==> src/rtl/cordic_engine.sv <==
// Iterative CORDIC engine, one micro-rotation per clock: vectoring (magnitude/angle)
// or rotation (apply angle), launched by an enable strobe and completed with a done pulse.
//
// state   | meaning
// --------+---------------------------------------------------------------
// S_IDLE  | waiting for enable; captures operands and mode
// S_PRE   | quadrant fold so the iterations start within +/- pi/2
// S_ITER  | micro-rotation k = 0 .. ITER-1
// S_SCALE | gain compensation, rounding, saturation, register results
// S_DONE  | done pulse; may accept the next enable back-to-back
module cordic_engine #(
    parameter int ITER = 24
) (
    input  logic               clk,
    input  logic               rst,
    input  logic               enable,
    input  logic               select,
    input  logic signed [31:0] x_in,
    input  logic signed [31:0] y_in,
    input  logic signed [31:0] z_in,
    output logic signed [31:0] x_out,
    output logic signed [31:0] y_out,
    output logic signed [31:0] z_out,
    output logic               done,
    output logic               busy
);

    typedef enum logic [2:0] {
        S_IDLE,
        S_PRE,
        S_ITER,
        S_SCALE,
        S_DONE
    } state_t;

    localparam logic signed [31:0] PI      = 32'sd843314857;
    localparam logic signed [31:0] HALF_PI = 32'sd421657428;
    localparam logic signed [65:0] K_GAIN  = 66'sd652032874;
    localparam logic signed [65:0] RND     = 66'sd536870912;
    localparam logic signed [65:0] SAT_MAX = 66'sd2147483647;
    localparam logic signed [65:0] SAT_MIN = -66'sd2147483648;
    localparam logic [4:0]         K_LAST  = 5'(ITER - 1);

    state_t             state;
    state_t             state_nxt;
    logic [4:0]         k;
    logic               mode_vec;
    logic signed [33:0] x_r;
    logic signed [33:0] y_r;
    logic signed [31:0] z_r;

    logic               launch;
    logic signed [33:0] pre_x;
    logic signed [33:0] pre_y;
    logic signed [31:0] pre_z;
    logic signed [33:0] x_sh;
    logic signed [33:0] y_sh;
    logic signed [31:0] atan_k;
    logic               dir_pos;
    logic signed [33:0] it_x;
    logic signed [33:0] it_y;
    logic signed [31:0] it_z;
    logic signed [31:0] scaled_x;
    logic signed [31:0] scaled_y;

    // round(atan(2^-k) * 2^28)
    function automatic logic signed [31:0] atan_rom(input logic [4:0] idx);
        case (idx)
            5'd0:    atan_rom = 32'sd210828714;
            5'd1:    atan_rom = 32'sd124459457;
            5'd2:    atan_rom = 32'sd65760959;
            5'd3:    atan_rom = 32'sd33381290;
            5'd4:    atan_rom = 32'sd16755422;
            5'd5:    atan_rom = 32'sd8385879;
            5'd6:    atan_rom = 32'sd4193963;
            5'd7:    atan_rom = 32'sd2097109;
            5'd8:    atan_rom = 32'sd1048571;
            5'd9:    atan_rom = 32'sd524287;
            5'd10:   atan_rom = 32'sd262144;
            5'd11:   atan_rom = 32'sd131072;
            5'd12:   atan_rom = 32'sd65536;
            5'd13:   atan_rom = 32'sd32768;
            5'd14:   atan_rom = 32'sd16384;
            5'd15:   atan_rom = 32'sd8192;
            5'd16:   atan_rom = 32'sd4096;
            5'd17:   atan_rom = 32'sd2048;
            5'd18:   atan_rom = 32'sd1024;
            5'd19:   atan_rom = 32'sd512;
            5'd20:   atan_rom = 32'sd256;
            5'd21:   atan_rom = 32'sd128;
            5'd22:   atan_rom = 32'sd64;
            5'd23:   atan_rom = 32'sd32;
            5'd24:   atan_rom = 32'sd16;
            5'd25:   atan_rom = 32'sd8;
            5'd26:   atan_rom = 32'sd4;
            5'd27:   atan_rom = 32'sd2;
            default: atan_rom = 32'sd0;
        endcase
    endfunction

    function automatic logic signed [31:0] gain_scale(input logic signed [33:0] v);
        logic signed [65:0] v_ext;
        logic signed [65:0] prod;
        v_ext = v;
        prod  = ((v_ext * K_GAIN) + RND) >>> 30;
        if (prod > SAT_MAX) begin
            gain_scale = 32'sh7FFFFFFF;
        end else if (prod < SAT_MIN) begin
            gain_scale = 32'sh80000000;
        end else begin
            gain_scale = $signed(prod[31:0]);
        end
    endfunction

    // DONE behaves like IDLE for launch so a held enable restarts every ITER+3 cycles.
    assign launch = enable && ((state == S_IDLE) || (state == S_DONE));

    always_comb begin
        state_nxt = state;
        done      = 1'b0;
        busy      = 1'b1;
        case (state)
            S_IDLE: begin
                busy = 1'b0;
                if (enable) state_nxt = S_PRE;
            end
            S_PRE:   state_nxt = S_ITER;
            S_ITER:  if (k == K_LAST) state_nxt = S_SCALE;
            S_SCALE: state_nxt = S_DONE;
            S_DONE: begin
                done      = 1'b1;
                state_nxt = enable ? S_PRE : S_IDLE;
            end
            default: state_nxt = S_IDLE;
        endcase
    end

    always_comb begin
        pre_x = x_r;
        pre_y = y_r;
        pre_z = z_r;
        if (mode_vec) begin
            if (x_r[33]) begin
                pre_x = -x_r;
                pre_y = -y_r;
                pre_z = y_r[33] ? -PI : PI;
            end
        end else if (z_r > HALF_PI) begin
            pre_x = -x_r;
            pre_y = -y_r;
            pre_z = z_r - PI;
        end else if (z_r < -HALF_PI) begin
            pre_x = -x_r;
            pre_y = -y_r;
            pre_z = z_r + PI;
        end
    end

    always_comb begin
        x_sh    = x_r >>> k;
        y_sh    = y_r >>> k;
        atan_k  = atan_rom(k);
        dir_pos = mode_vec ? y_r[33] : ~z_r[31];
        if (dir_pos) begin
            it_x = x_r - y_sh;
            it_y = y_r + x_sh;
            it_z = z_r - atan_k;
        end else begin
            it_x = x_r + y_sh;
            it_y = y_r - x_sh;
            it_z = z_r + atan_k;
        end
        scaled_x = gain_scale(x_r);
        scaled_y = gain_scale(y_r);
    end

    always_ff @(posedge clk) begin
        if (rst) begin
            state    <= S_IDLE;
            k        <= '0;
            mode_vec <= 1'b0;
            x_r      <= '0;
            y_r      <= '0;
            z_r      <= '0;
            x_out    <= '0;
            y_out    <= '0;
            z_out    <= '0;
        end else begin
            state <= state_nxt;
            case (state)
                S_IDLE, S_DONE: begin
                    if (launch) begin
                        mode_vec <= select;
                        x_r      <= {{2{x_in[31]}}, x_in};
                        y_r      <= {{2{y_in[31]}}, y_in};
                        z_r      <= select ? 32'sd0 : z_in;
                        k        <= '0;
                    end
                end
                S_PRE: begin
                    x_r <= pre_x;
                    y_r <= pre_y;
                    z_r <= pre_z;
                    k   <= '0;
                end
                S_ITER: begin
                    x_r <= it_x;
                    y_r <= it_y;
                    z_r <= it_z;
                    k   <= (k == K_LAST) ? 5'd0 : k + 5'd1;
                end
                S_SCALE: begin
                    x_out <= scaled_x;
                    y_out <= mode_vec ? z_r : scaled_y;
                    z_out <= z_r;
                end
                default: ;
            endcase
        end
    end

endmodule
==> config.mk <==
export PLATFORM = sky130hd
export DESIGN_NAME = cordic_engine
export DESIGN_NICKNAME = d
export VERILOG_FILES = /design/src/rtl/cordic_engine.sv
export SDC_FILE = /design/constraint.sdc
export NUM_CORES = 2
export LEC_CHECK = 0
export ABC_AREA = 1
export CORE_MARGIN = 4
export CORE_UTILIZATION = 52
export CTS_BUF_LIST = sky130_fd_sc_hd__clkbuf_8
export DETAILED_ROUTE_END_ITERATION = 16
export MAX_ROUTING_LAYER = met4
export PLACE_DENSITY_LB_ADDON = 0.1
export SETUP_SLACK_MARGIN = 0.1
export SLEW_MARGIN = 20
export SYNTH_ARGS = -nofsm -noshare
export SYNTH_HDL_FRONTEND = slang
export SYNTH_SLANG_ARGS = --single-unit
export TNS_END_PERCENT = 50
==> constraint.sdc <==
create_clock -name clk -period 15.8 [get_ports clk]
set_input_delay 2.37 -clock clk [delete_from_list [all_inputs] [get_ports clk]]
set_output_delay 2.37 -clock clk [all_outputs]
set_load 0.01 [all_outputs]
==> metrics.md <==
| Metric | Value |
|---|---|
| Critical-path cell with the highest stage delay | dfxtp_1 |
| Average vias per placed instance | 5.527 |
| Setup tns final | 0 ns |
| Via Count | 63839 |
| Post-synth cell types | 67 |
| CTS Hold Buffers Added | 0 |
| Worst EP required | 16.44 ns |
| R2r setup slk | 5.73 ns |
| Clock sink total | 233 |
| Overall routing resource usage | 0.3857 |
| Cts bufs inserted | 46 |
| Boundary pin count | 198 |
| Clock root buffer | clkbuf_8 |
| Quantity of I/O buffers inserted on ports | 197 |
| CP arrival | 10.71 ns |
| Share of layout cells above drive strength 1 | 0.04857 |
| Layer carrying the most global-route usage | met2 |
| Final Critical Period | 10.07 ns |
| Initial DRC count | 5444 |
| Remaining antenna violation count | 0 |
| Post-synthesis net count | 11607 |
| Area growth from synthesis to layout | 6.645% |
| Routability Congestion | 1.068 |
| Core area | 133600 sq um |
| FFs w/ async S/R, synth | 0 |
| Core Rows | 134 |
| M2 GR Usage | 0.6493 |
| Total detailed-routing wirelength | 263.0 mm |
| Initial antenna violation count | 6 |
| Worst-case headroom to the max-slew limit | 0.1042 |
| RSZ-0062 raised after global routing | no |
| WHS Path Cells | 2 |
| Met3 Usage GRT | 0.04148 |
| Post-CTS Resized | 0 |
| Number of endpoints with negative hold slack in the final report | 0 |
| Worst Hold Launch | x_out[31] |
| Final Max Tran Viols | 0 |
| Final-stage net count | 11707 |
| FMAX | 99.29 MHz |
| Cell types with the largest area share after synthesis | fa_1, ha_1, inv_1, nand2_1, dfxtp_1 |
| Post-synth EDFFs | 0 |
| RR Startpoint | y_r[12] |
| Largest driver fanout on the critical path | 31 |
| Largest net degree at the start of global routing | 97 |
| Clock insertion delay at the later pin of the skew report | 0.72 ns |
| Cell type with the highest aggregate area in the netlist | fa_1 |
| Clock tree from TritonCTS | yes |
| Synth Area per Inst | 7.261 sq um |
| Horiz. Die Dim | 375.1 um |
| Gate count after technology mapping | 9649 |
| Maximum clock insertion buffer count | 3 |
| Syn. warnings | 0 |
| Netlist area before placement | 70060 sq um |
| Routed len/inst | 22.77 um |
| Vias in the first global route | 65542 |
| Clock slew at reported path FFs | 0.06 ns |
| CP max stage delay | 0.78 ns |
| Type of destination of the critical path | register |
| Most used flip-flop cell after synthesis | dfxtp_1 |
| Wire length of the first global-routing pass | 400.0 mm |
| Register-to-Register Path Depth | 41 |
| Share of the synthesized area in the top cell type | 0.3009 |
| Startpoint type of the worst setup path | register |
| Run status | finished, final reports clean |
| Starting utilization of the core area | 0.5243 |
| Worst-margin pin slew | 1.330 ns |
| Cell seen most often among critical-path stages | inv_1 |
| DRT Pass-1 Iters | 9 |
| CTS HTree Levels | 2 |
| Classification of the worst-slack hold path | register to register |
| Area of the die | 140700 sq um |
| Number of synthesized register bits | 233 |
| Layout Skew | 0.06203 ns |
| Period utilisation layout | 0.6374 |
| Finish-stage setup viols | 0 |
| # Max-Cap Violations | 0 |
| Remaining global-route overflow | 0 |
| Worst Setup Path Type | register to register |
| Global-route met1 utilization | 0.4554 |
| Setup fix buffers added after clock tree synthesis | 0 |
| Residual DRC count | 0 |
| HPWL after DPL | 228.5 mm |
| Sequential area share after synthesis | 0.06658 |
| First element of the critical path | y_r[12] |
| Die outline height | 375.1 um |
[metrics by stage]
| stage | util | area (sq um) | std cells | hold slack (ns) | setup WS (ns) |
|---|---|---|---|---|---|
| final | 0.5592 | 74720 | 11550 | 0.4642 | 5.729 |
| after global routing | 0.5592 | 74720 | 11550 | 0.4896 | 5.259 |
| after CTS | 0.5591 | 74710 | 11547 | 0.4654 | 5.879 |
| after detailed placement | 0.5517 | 73720 | 11469 | 0.4562 | 5.969 |
| after global placement | 0.5517 | 73720 | 11469 | 0.4537 | 6.027 |
| after floorplan | - | 70060 | 9649 | 0.4900 | 7.643 |
[logic make-up (layout without fill, tap and decap cells)]
kind of cell | count (synthesis) | in the layout | synth area share
simple gates | 3194 | 3194 | 0.1944
buf+inv | 2646 | 2776 | 0.1446
fa+ha+maj | 1858 | 1858 | 0.4446
compound gates | 1460 | 1460 | 0.1167
flops | 233 | 233 | 0.06658
xor+xnor | 216 | 216 | 0.02711
mux | 42 | 42 | 0.006000
other cells | 0 | 3 | 0
[worst max-delay path, delay by kind of cell, from the launching register on]
kind,cells,cell delay [ns]
fa+ha+maj,10,4.68
simple gates,17,3.19
flops,1,0.78
buf+inv,12,1.07
compound gates,2,0.28
[flip-flops by register name, indices dropped and copies added (netlist names)]
name	count
state	3
y_out	32
y_r	34
atan_k	28
x_out	32
z_r	32
k	5
mode_vec	1
x_r	34
z_out	32
[Yosys cell counts, types with 40 or more instances]
master	n
ha_1	805
nand3_1	299
dfxtp_1	233
clkbuf_1	117
nand4_1	88
nor2_2	58
nor3_1	68
mux2i_1	42
inv_2	58
o21ai_0	569
a21oi_2	50
or2_2	47
inv_1	2380
o21ai_1	40
nand2_1	1856
nand2_2	71
a21oi_1	545
nor2_1	610
xnor2_1	69
fa_1	1053
xor2_1	146
a31oi_1	59
[routing by layer]
layer  vias to the layer above  part of all wire  wire, um
met5                         -                 0         0
met4                         0             0.069     18190
met3                       714             0.062     16280
met2                      2485              0.48    126600
met1                     30774              0.39    101900
li1                      29866                 -         -
[cell type report]
class                   instances  area [sq um]
clock buffers                  53         729.5
multi-input cells            6770         55300
diodes                          3         7.507
well taps                    1768          2212
inverters                    2455          9220
flip-flops and latches        233          4674
repair buffers                243          2312
fillers                     13127         58910
clock inverters                25         265.3
[cell usage in the layout (no fill, tap or decap), types with 63 or more instances in the layout]
master and count:
xnor2_1 69, dfxtp_1 229, o21ai_0 569, ha_1 805, inv_2 63, nand2_2 72, nand4_1 88, inv_1 2382
nor2_1 608, fa_1 1053, clkdlybuf4s50_1 196, xor2_1 146, a21oi_1 544, nand2_1 1854, nand3_1 298, nor3_1 68
[worst paths after layout]
path	endpoint
setup / recovery	y_out[25]
hold / removal	x_out[31]
setup reg to reg	y_out[25]
hold reg to reg	x_out[31]
Power is left out: the tool's default activity adds up to more than one toggle a clock period on the data nets, which glitch-free logic cannot reach.
